[src/rtl/mc_control_fsm.sv]
// Multi-cycle control unit for the 16-bit TSC-style CPU: sequences fetch/decode/
// execute/memory/writeback and drives the datapath control strobes per state.
module mc_control_fsm #(
  parameter int WORD_SIZE   = 16,
  parameter int CNT_W       = 16,
  parameter int MEM_TIMEOUT = 64
) (
  input  logic                 clk,
  input  logic                 reset_n,
  input  logic [WORD_SIZE-1:0] instruction,
  input  logic                 inputReady,
  input  logic                 ackOutput,
  output logic                 i_mem_read,
  output logic                 d_mem_read,
  output logic                 d_mem_write,
  output logic                 ir_write,
  output logic                 pc_write,
  output logic [1:0]           pc_src,
  output logic                 reg_write,
  output logic [1:0]           reg_dst,
  output logic                 alu_src,
  output logic [3:0]           alu_op,
  output logic                 mem_to_reg,
  output logic                 wwd_en,
  output logic                 is_halted,
  output logic                 mem_error,
  output logic [CNT_W-1:0]     num_inst,
  output logic [2:0]           state
);

  // state | meaning
  // RST   | post-reset, go fetch
  // IF    | instruction fetch, wait for inputReady
  // ID    | decode; HLT and JMP/JAL resolve here
  // EX    | ALU, branches, JPR/JRL, WWD
  // MEM   | LWD read / SWD write handshake
  // WB    | register file write
  // HALT  | absorbing, only reset exits
  typedef enum logic [2:0] {
    S_RST  = 3'd0,
    S_IF   = 3'd1,
    S_ID   = 3'd2,
    S_EX   = 3'd3,
    S_MEM  = 3'd4,
    S_WB   = 3'd5,
    S_HALT = 3'd6
  } state_t;

  localparam int WAIT_W = $clog2(MEM_TIMEOUT + 1);
  localparam logic [WAIT_W-1:0] WAIT_MAX = WAIT_W'(MEM_TIMEOUT);

  localparam logic [3:0] OP_BNE = 4'd0;
  localparam logic [3:0] OP_BLZ = 4'd3;
  localparam logic [3:0] OP_ADI = 4'd4;
  localparam logic [3:0] OP_ORI = 4'd5;
  localparam logic [3:0] OP_LHI = 4'd6;
  localparam logic [3:0] OP_LWD = 4'd7;
  localparam logic [3:0] OP_SWD = 4'd8;
  localparam logic [3:0] OP_JMP = 4'd9;
  localparam logic [3:0] OP_JAL = 4'd10;
  localparam logic [3:0] OP_R   = 4'd15;

  localparam logic [5:0] FN_JPR = 6'd25;
  localparam logic [5:0] FN_JRL = 6'd26;
  localparam logic [5:0] FN_WWD = 6'd28;
  localparam logic [5:0] FN_HLT = 6'd29;

  localparam logic [3:0] ALU_ADD = 4'd0;
  localparam logic [3:0] ALU_SUB = 4'd1;
  localparam logic [3:0] ALU_ORR = 4'd3;
  localparam logic [3:0] ALU_LHI = 4'd8;

  state_t                state_q, state_d;
  logic [WORD_SIZE-1:0]  ir_q, ir_d;
  logic [WAIT_W-1:0]     wait_q, wait_d;
  logic                  err_q, err_d;
  logic [CNT_W-1:0]      cnt_q;
  logic                  retire;

  logic [3:0] opcode;
  logic [5:0] func;
  logic is_rtype, is_branch, is_lwd, is_swd, is_jmp, is_jal;
  logic is_imm_alu, is_r_alu, is_jpr, is_jrl, is_wwd, is_hlt;
  logic unused_ir_bits;

  assign opcode = ir_q[WORD_SIZE-1 -: 4];
  assign func   = ir_q[5:0];
  assign unused_ir_bits = ^ir_q[WORD_SIZE-5:6];

  assign is_rtype   = (opcode == OP_R);
  assign is_branch  = (opcode >= OP_BNE) && (opcode <= OP_BLZ);
  assign is_lwd     = (opcode == OP_LWD);
  assign is_swd     = (opcode == OP_SWD);
  assign is_jmp     = (opcode == OP_JMP);
  assign is_jal     = (opcode == OP_JAL);
  assign is_imm_alu = (opcode == OP_ADI) || (opcode == OP_ORI) || (opcode == OP_LHI);
  assign is_r_alu   = is_rtype && (func < 6'd8);
  assign is_jpr     = is_rtype && (func == FN_JPR);
  assign is_jrl     = is_rtype && (func == FN_JRL);
  assign is_wwd     = is_rtype && (func == FN_WWD);
  assign is_hlt     = is_rtype && (func == FN_HLT);

  always_ff @(posedge clk) begin
    if (!reset_n) begin
      state_q <= S_RST;
      ir_q    <= '0;
      wait_q  <= '0;
      err_q   <= 1'b0;
      cnt_q   <= '0;
    end else begin
      state_q <= state_d;
      ir_q    <= ir_d;
      wait_q  <= wait_d;
      err_q   <= err_d;
      if (retire) cnt_q <= cnt_q + CNT_W'(1);
    end
  end

  always_comb begin
    state_d     = state_q;
    ir_d        = ir_q;
    wait_d      = wait_q;
    err_d       = err_q;
    retire      = 1'b0;
    i_mem_read  = 1'b0;
    d_mem_read  = 1'b0;
    d_mem_write = 1'b0;
    ir_write    = 1'b0;
    pc_write    = 1'b0;
    pc_src      = 2'd0;
    reg_write   = 1'b0;
    reg_dst     = 2'd0;
    alu_src     = 1'b0;
    alu_op      = ALU_ADD;
    mem_to_reg  = 1'b0;
    wwd_en      = 1'b0;
    is_halted   = 1'b0;

    case (state_q)
      S_RST: state_d = S_IF;

      S_IF: begin
        i_mem_read = 1'b1;
        // A strobe in the same cycle the counter hits the limit still wins.
        if (inputReady) begin
          ir_write = 1'b1;
          ir_d     = instruction;
          state_d  = S_ID;
        end else if (wait_q == WAIT_MAX) begin
          err_d   = 1'b1;
          state_d = S_HALT;
        end else begin
          wait_d = wait_q + WAIT_W'(1);
        end
      end

      S_ID: begin
        if (is_hlt) begin
          retire  = 1'b1;
          state_d = S_HALT;
        end else if (is_jmp || is_jal) begin
          pc_write = 1'b1;
          pc_src   = 2'd2;
          if (is_jal) begin
            reg_write = 1'b1;
            reg_dst   = 2'd2;
          end
          retire  = 1'b1;
          state_d = S_IF;
        end else begin
          state_d = S_EX;
        end
      end

      S_EX: begin
        if (is_r_alu)                                     alu_op = func[3:0];
        else if (is_branch)                               alu_op = ALU_SUB;
        else if (opcode == OP_ORI)                        alu_op = ALU_ORR;
        else if (opcode == OP_LHI)                        alu_op = ALU_LHI;
        alu_src = is_imm_alu || is_lwd || is_swd;

        if (is_branch) begin
          pc_write = 1'b1;
          pc_src   = 2'd1;
          retire   = 1'b1;
          state_d  = S_IF;
        end else if (is_jpr || is_jrl) begin
          pc_write = 1'b1;
          pc_src   = 2'd3;
          if (is_jrl) begin
            reg_write = 1'b1;
            reg_dst   = 2'd2;
          end
          retire  = 1'b1;
          state_d = S_IF;
        end else begin
          // Sequential PC advance happens exactly once, here.
          pc_write = 1'b1;
          pc_src   = 2'd0;
          if (is_wwd) begin
            wwd_en  = 1'b1;
            retire  = 1'b1;
            state_d = S_IF;
          end else if (is_lwd || is_swd) begin
            state_d = S_MEM;
          end else if (is_r_alu || is_imm_alu) begin
            state_d = S_WB;
          end else begin
            retire  = 1'b1;
            state_d = S_IF;
          end
        end
      end

      S_MEM: begin
        d_mem_read  = is_lwd;
        d_mem_write = is_swd;
        if (is_lwd ? inputReady : ackOutput) begin
          if (is_lwd) begin
            state_d = S_WB;
          end else begin
            retire  = 1'b1;
            state_d = S_IF;
          end
        end else if (wait_q == WAIT_MAX) begin
          err_d   = 1'b1;
          state_d = S_HALT;
        end else begin
          wait_d = wait_q + WAIT_W'(1);
        end
      end

      S_WB: begin
        reg_write  = 1'b1;
        mem_to_reg = is_lwd;
        reg_dst    = is_rtype ? 2'd1 : 2'd0;
        retire     = 1'b1;
        state_d    = S_IF;
      end

      S_HALT: is_halted = 1'b1;

      default: state_d = S_RST;
    endcase

    if ((state_d == S_IF || state_d == S_MEM) && (state_d != state_q)) wait_d = '0;
  end

  assign mem_error = err_q;
  assign num_inst  = cnt_q;
  assign state     = state_q;

endmodule

[config.mk]
export PLATFORM = sky130hd
export DESIGN_NAME = mc_control_fsm
export DESIGN_NICKNAME = d
export VERILOG_FILES = /design/src/rtl/mc_control_fsm.sv
export SDC_FILE = /design/constraint.sdc
export NUM_CORES = 1
export LEC_CHECK = 0
export CORE_MARGIN = 10
export CORE_UTILIZATION = 49
export DETAILED_ROUTE_END_ITERATION = 10
export PLACE_DENSITY = 0.8
export SYNTH_ARGS = -nofsm -noshare
export SYNTH_HDL_FRONTEND = slang
export SYNTH_SLANG_ARGS = --single-unit
export TNS_END_PERCENT = 100
[constraint.sdc]
create_clock -name clk -period 3.07 [get_ports clk]
set_clock_uncertainty 0.1 [all_clocks]
set_input_delay 0.4605 -clock clk [delete_from_list [all_inputs] [get_ports clk]]
set_output_delay 0.4605 -clock clk [all_outputs]
set_load 0.01 [all_outputs]
==> reports/summary.md, run 1 <==
The run finished with clean final reports. Net switching is 23.70% of the power. The async set-reset flop share out of synthesis was 0%.

Setup repair after global routing left no endpoint under its margin. The die height is 87.89 µm. TritonCTS built the clock tree.

Max-slew violation count: 0. The signal on the critical path passes through and3b_1 > or3b_2 > o21ai_0 > nand2b_1 > clkdlybuf4s50_1. The wire-length estimate of the detail-placed layout is 4300 µm. The internal power is 892.2 µW, and the relative area change from synthesis to final layout is 28.97%. The hold violation count in the final report came out at 0. The worst hold path class is register to register. The run gives 1.031 nW as the reported leakage power. STA classifies the critical path startpoint as a register. Summing all placed instances gives a cell area of 2765 µm². Counting along the longest clock path gives a buffer depth of 2. The average instance in the mapped netlist occupies 8.242 µm². The library cell occupying the most area in the post-synthesis netlist was sky130_fd_sc_hd__dfxtp_1. The tools report the number of global-route vias before repair as 2,095. The run gives 110 as the initial detailed-routing violation count. In this run, synthesis inferred 0 flip-flops with an integrated enable. Die extent in x: 87.89 µm. Of the synthesized area, sequential elements account for 32.80%. Worst setup slack after layout: 223.4 ps.

The number of setup violations in the final report is 0. In the final design database the tool counted 347 nets. The tool flagged a number of max-cap violations equal to 0. In the layout the commonest cells are sky130_fd_sc_hd__clkdlybuf4s50_1 (50), sky130_fd_sc_hd__nand2_1 (36), sky130_fd_sc_hd__dfxtp_1 (34).

The run gives 219.9 ps as the post-placement worst setup slack. The initial utilization of the core area, before any placement, comes to 51.16%. Clock-pin slew was measured on the worst setup and hold paths at 70 ps. Count of clock tree sinks: 37. For this run, the slowest stage of the critical path takes 540 ps. The analysis attributes to net switching a power of 277.2 µW. Registers take 744.5 µm².

For this run, the leading register cell type out of synthesis is sky130_fd_sc_hd__dfxtp_1. The die covers 7725 µm². In the final routed layout, each cell accounts on average for 15.33 µm.

Setup total negative slack on the finished layout was measured at 0 ps. The worst-margin pin slew is 566.0 ps, and the layout filler cell count is 399. The arrival time reported for the critical path endpoint is 2290 ps.

The clock reaches the later pin of the worst-skew pair after 290 ps. The area fraction of the dominant cell type after synthesis was 32.80%. After synthesis, the netlist uses 59 different library cells. The tools report the finished layout cell area as 2913 µm². The data required time of the worst path was 2510 ps. The tools report the number of antenna violations at the first check in global routing as 0.

Per report_power, the combinational group accounts for 13.6% of the total. STA classifies the critical path endpoint as a primary output. In this run the number of H-tree levels came out at 2.

After synthesis, the cell types taking the most area are sky130_fd_sc_hd__dfxtp_1 (33%), sky130_fd_sc_hd__a21oi_1 (6.0%), sky130_fd_sc_hd__nand2_1 (6.0%). The floorplan has 24 rows. In this run the remaining antenna-violating nets after routing total 0.

Residual overflow from global routing: 0. The total of warnings raised by yosys came out at 0. For this run, the detailed router's first-pass iteration total came to 4. The largest individual stage delay along the critical path comes from the cell sky130_fd_sc_hd__clkdlybuf4s50_1.

At the end of routability-driven placement, the weighted congestion stood at 0.8652. The worst pin sits at a relative slew slack of 62.26%. The area of the mapped netlist is 2258 µm², and the highest ir drop seen on vdd is 0.2133 mV. The tools report the placeable core region as 4414 µm². The worst reg-to-reg setup slack was 550 ps; the overall routed net length was 5765 µm. The first-pass GRT wire length was 9687 µm; the DRC violation count after routing was 0.

The antenna diode count came out at 0. In the finished design, the share of the clock period the worst path needs comes to 92.72%. The sequential share of power is 43.8%, and the number of vias in the routed layout is 2,189.

Synthesis produced a netlist whose cell count is 274. In this run the power density over the cells is 401.5 nW/µm². Dividing the detail-routed via count by the number of cells gives 5.822.

Shortest clock period the worst path allows after layout: 2847 ps. The most frequent standard cell in the layout excluding fill and tap cells was sky130_fd_sc_hd__clkdlybuf4s50_1. The count of state elements after synthesis works out to 37.

For the total clock buffers created by CTS, the log shows 5. The logs give 15.11% for the all-layer global routing usage and 42.6% for the clock network fraction of design power. The highest achievable clock rate was 351.3 MHz. Entering global routing, the biggest net connects 31 pins. The cell sitting at the root of the clock tree is a sky130_fd_sc_hd__clkbuf_8. Cells with a size suffix above 1 make up 12.96% of the layout. Synthesis produced a netlist with a net count of 298. The multi-input combinational cells in the finished layout cover a total of 1373 µm². The post-route worst hold slack is 396.7 ps, and the quantity of I/O buffers inserted on ports is 51. The category of the critical setup timing path was register to primary output. Of all nets on the critical path, the largest fanout is 4. For this design the top-level I/O count stands at 58.
[sequential cells by signal (all words and copies together) (netlist names)]
name	flops
mem_error	1
state	3
ir_q	10
wait_q	7
num_inst	16
[layer usage]
metal  global-route usage (%)  up-vias  wire [µm]
met3                    5.664        7        517
li1                         -     1093          -
met5                        0        -          0
met4                    4.348        0         53
met2                    25.07       62       2712
met1                    17.74     1027       2481
[through the flow]
step	util [%]	total power, mW	instances
2_1_floorplan	-	0.6300	274
3_3_place_gp	62.64	0.6758	367
3_5_place_dp	62.64	0.6798	367
4_1_cts	65.67	1.181	375
5_1_grt	65.99	1.219	376
6_report	65.99	1.169	376
[power by group through the flow]
stage               sequential [mW]  clock [mW]  combinational, mW
floorplan                     0.515           0              0.115
global placement              0.522           0              0.153
detailed placement            0.523           0              0.157
CTS                           0.512       0.511              0.158
global route                  0.516       0.529              0.174
finish                        0.513       0.498              0.159
[cell usage after synthesis, drive strengths merged (6+ instances only)]
master  count
nand3      13
inv         7
o31ai      11
nand4       6
nand2      36
xnor2       8
dfxtp      37
a21oi      29
clkbuf      7
or4        15
buf         9
nor2       29
[critical path: cells and delay by family, from the launching register on]
kind | cells | cell delay [ps]
AOI/OAI and AO/OA | 1 | 240
buffers and inverters | 1 | 540
DFF | 1 | 340
and+or+nand+nor | 3 | 880
[worst paths after layout]
kind | startpoint | to | cells past startpoint
worst min register to register | ir_q[5] | ir_q[5] | 2
worst max register to register | wait_q[0] | wait_q[5] | 8
worst max-delay path | ir_q[5] | reg_write | 5
worst min-delay path | ir_q[5] | ir_q[5] | 2
[cells by family after synthesis]
| family | Yosys count | synth area share [%] |
|---|---|---|
| fa+ha+maj | 4 | 2.216 |
| mux | 2 | 0.8865 |
| compound gates | 61 | 18.67 |
| simple gates | 136 | 34.96 |
| flops | 37 | 32.80 |
| buf+inv | 24 | 6.593 |
| xor+xnor | 10 | 3.878 |
[layout make-up]
cell class,count,area share [%]
clock buffer,5,2.363
timing repair buffer,58,19.42
clock inverter,3,2.234
sequential,37,25.56
tap,52,2.234
multi-input combinational,213,47.12
inverter,8,1.074
[what timing repair did]
action / in CTS / in global routing
endpoints found under the setup margin: 0 / 4
setup buffers: 0 / 1
resized for setup: 0 / 4
hold buffers: 0 / 0
(Power assumes the default switching activity.)
==> run 2, diff against run 1 <==
--- a/config.mk
+++ b/config.mk
@@ -5,6 +5,7 @@
 export SDC_FILE = /design/constraint.sdc
 export NUM_CORES = 1
 export LEC_CHECK = 0
+export CAP_MARGIN = 10
 export CORE_MARGIN = 10
 export CORE_UTILIZATION = 49
 export DETAILED_ROUTE_END_ITERATION = 10
==> constraint.sdc (replaced) <==
create_clock -name clk -period 3.07 [get_ports clk]
set_clock_uncertainty 0.1 [all_clocks]
set_input_delay 0.4605 -clock clk [delete_from_list [all_inputs] [get_ports clk]]
set_output_delay 0.4605 -clock clk [all_outputs]
set_load 0.1 [all_outputs]
==> reports/summary.md, run 2 (synthesized netlist as in run 1, its figures left out) <==
For the starting density of the core, the log shows 51.16%. The logs give 887.4 µW for the internal power and 351.1 MHz for the highest achievable clock rate. The run gives 16.3% as the power share of the combinational group. The slowest stage of the critical path belongs to the cell sky130_fd_sc_hd__dfxtp_1. The shortest clock period the worst path allows after layout works out to 2848 ps. The clock tree buffer depth was 2. The relative area change from synthesis to final layout works out to 27.42%. For the placeable core region, the log shows 4414 µm². The detail route stage leaves a number of antenna-violating nets equal to 0. Layout filler cell count: 401. The run gives 2510 ps as the data required time of the worst path. The worst-case IR drop observed on VDD is 0.2586 mV. The clock latency on the worst-skew pair is 290 ps, and the detailed-route vias per instance is 5.784. The post-route fraction of the period consumed by the critical path works out to 92.78%. The tools report the number of antenna violations at the first check in global routing as 0.

TritonCTS built the clock tree. The initial detailed-routing violation count is 155, and the maximum number of pins on one net before global-route repair is 31. For this run, the slowest stage of the critical path takes 550 ps.

For the total setup buffers inserted after CTS, the log shows 0. The worst hold path belongs to the class register to register. The worst register-to-register path begins at state[0].

For this run, the post-layout net count is 342. In this run switching power makes up 27.12% of total power. Measured along the y axis, the die boundary spans 87.89 µm. Number of vias in the routed layout: 2,146. The clock drives 37 sinks. Hold is met by 385.1 ps. The top cell types in the final layout, fill and taps aside, are sky130_fd_sc_hd__nand2_1 (36), sky130_fd_sc_hd__dfxtp_1 (36), sky130_fd_sc_hd__buf_4 (35). After detailed routing, the number of remaining DRC violations is 0. In this run, placement finished with an instance count of 363. The maximum fanout encountered on the critical timing path is 10, and the die extent in x is 87.89 µm. The tools report the cell at the root of the clock tree as sky130_fd_sc_hd__clkbuf_8. At the end of routability-driven placement, the weighted congestion stood at 0.8366. In this run the critical register-to-register path is captured at num_inst[10]. The logs give 4 for the number of detailed-route iterations in the first pass and 24 for the standard-cell row count.

The number of logic stages on the critical path including buffering is 6. Total power draw: 1.218 mW. In this run the static leakage power is 1.079 nW.

In this run, the clock network consumes 41.1% of the power. For this block, the routed nets add up to 5721 µm of wire. The hold violation count in the final report is 0. For hold timing, the worst endpoint is ir_q[3]. The first global-routing pass estimated 9660 µm of wire.

The worst hold path was traced through 2 stages. The all-layer global routing usage is 15.03%. Setup repair after global routing left no endpoint under its margin. At the pin with the least slew margin, the transition time is 612.6 ps. In the final layout, the share of cells above drive strength 1 is 26.02%.

The power dissipated by switching net loads came out at 330.1 µW. The reported max-cap violation count is 0, and the total clock buffers created by CTS is 5. For the number of resized instances in the post-cts repair step, the log shows 0. The critical path is of the register to primary output type. Once detailed placement completed, the half-perimeter wirelength came to 4312 µm. The run gives 58 as the number of top-level pins. The floorplan step defined a die boundary enclosing 7725 µm². The type of element launching the critical path is a register. The worst hold path begins at ir_q[3]. The worst pin sits at a relative slew slack of 59.16%.

After clock tree synthesis, the clock-pin slew on the worst setup and hold paths is 70 ps. For this run the aggregate overflow at the end of global routing stands at 0. Length in cells of the worst reg-to-reg path: 6. The number of buffers and inverters on the critical path is 1.

The register with the most flip-flops in the layout has 16 of them. The number of global-route vias before repair is 2,038, and the final cell count without fillers is 371. On the critical path the largest part of the delay comes from simple AND/OR/NAND/NOR gates. STA classifies the critical path endpoint as a primary output. Number of setup violations in the final report: 0.

Across all register-to-register paths, the minimum setup slack is 620 ps. After clock tree synthesis, the flow added hold-fix buffers numbering 0. In this run the number of H-tree levels came out at 2. The repair_antennas step left the layout with diodes totalling 0.

The tools report the max-slew violation count as 0. The wire length per cell after detailed routing was 15.42 µm. The sequential share of power was 42.6%. The run finished with clean final reports.

Quantity of I/O buffers inserted on ports: 51. Data arrives at the worst endpoint at 2290 ps. Power spread over the standard cell area amounts to 423.1 nW/µm². The signal on the critical path passes through nand4_1 > or3b_2 > nor2_1 > nand2_1 > a21boi_4 > buf_12.
run 2: per-layer routing:
metal  track usage (%)  share of wire [%]  routed length [µm]
met4             4.348                1.3                  75
met5                 0                  0                   0
met2             25.00                 46                2636
met1             17.99                 45                2577
met3             4.921                7.5                 431
run 2: layout make-up:
cell class / count / area (µm²) / area share, %
timing repair buffer: 53 / 493.0 / 17.13
sequential: 37 / 742.0 / 25.78
clock inverter: 3 / 65.06 / 2.261
inverter: 8 / 31.28 / 1.087
tap: 52 / 65.06 / 2.261
multi-input combinational: 213 / 1413 / 49.09
clock buffer: 5 / 68.82 / 2.391
run 2: worst max-delay path by stage:
stage,from,to
2_1_floorplan,state[0],alu_op[3]
3_3_place_gp,inputReady,wait_q[0]
3_5_place_dp,inputReady,wait_q[5]
4_1_cts,ir_q[12],pc_src[1]
5_1_grt,ir_q[14],pc_src[1]
6_report,ir_q[12],pc_src[1]
run 2: worst reg2reg max path, cell delays in order (launching register included):
cell and delay, ps:
sky130_fd_sc_hd__dfxtp_1 580, sky130_fd_sc_hd__nand3_2 270, sky130_fd_sc_hd__o32ai_1 380, sky130_fd_sc_hd__o21bai_2 120
sky130_fd_sc_hd__buf_4 230, sky130_fd_sc_hd__or4_1 530, sky130_fd_sc_hd__a21oi_1 170
run 2: power by group through the flow:
stage	registers, mW	logic (mW)	clock network [mW]
after detailed placement	0.530	0.199	0
after floorplan	0.538	0.147	0
final	0.519	0.199	0.500
after global placement	0.529	0.197	0
after global routing	0.522	0.212	0.533
after CTS	0.519	0.200	0.508
run 2: through the flow:
stage | setup WS (ps) | TNS (ps) | area (µm²) | util (%)
final | 221.8 | 0 | 2878 | 65.19
after global routing | 95.07 | 0 | 2878 | 65.19
after CTS | 240.7 | 0 | 2878 | 65.19
after detailed placement | 253.4 | 0 | 2744 | 62.16
after global placement | 289.1 | 0 | 2744 | 62.16
after floorplan | -519.8 | -1351 | 2301 | -
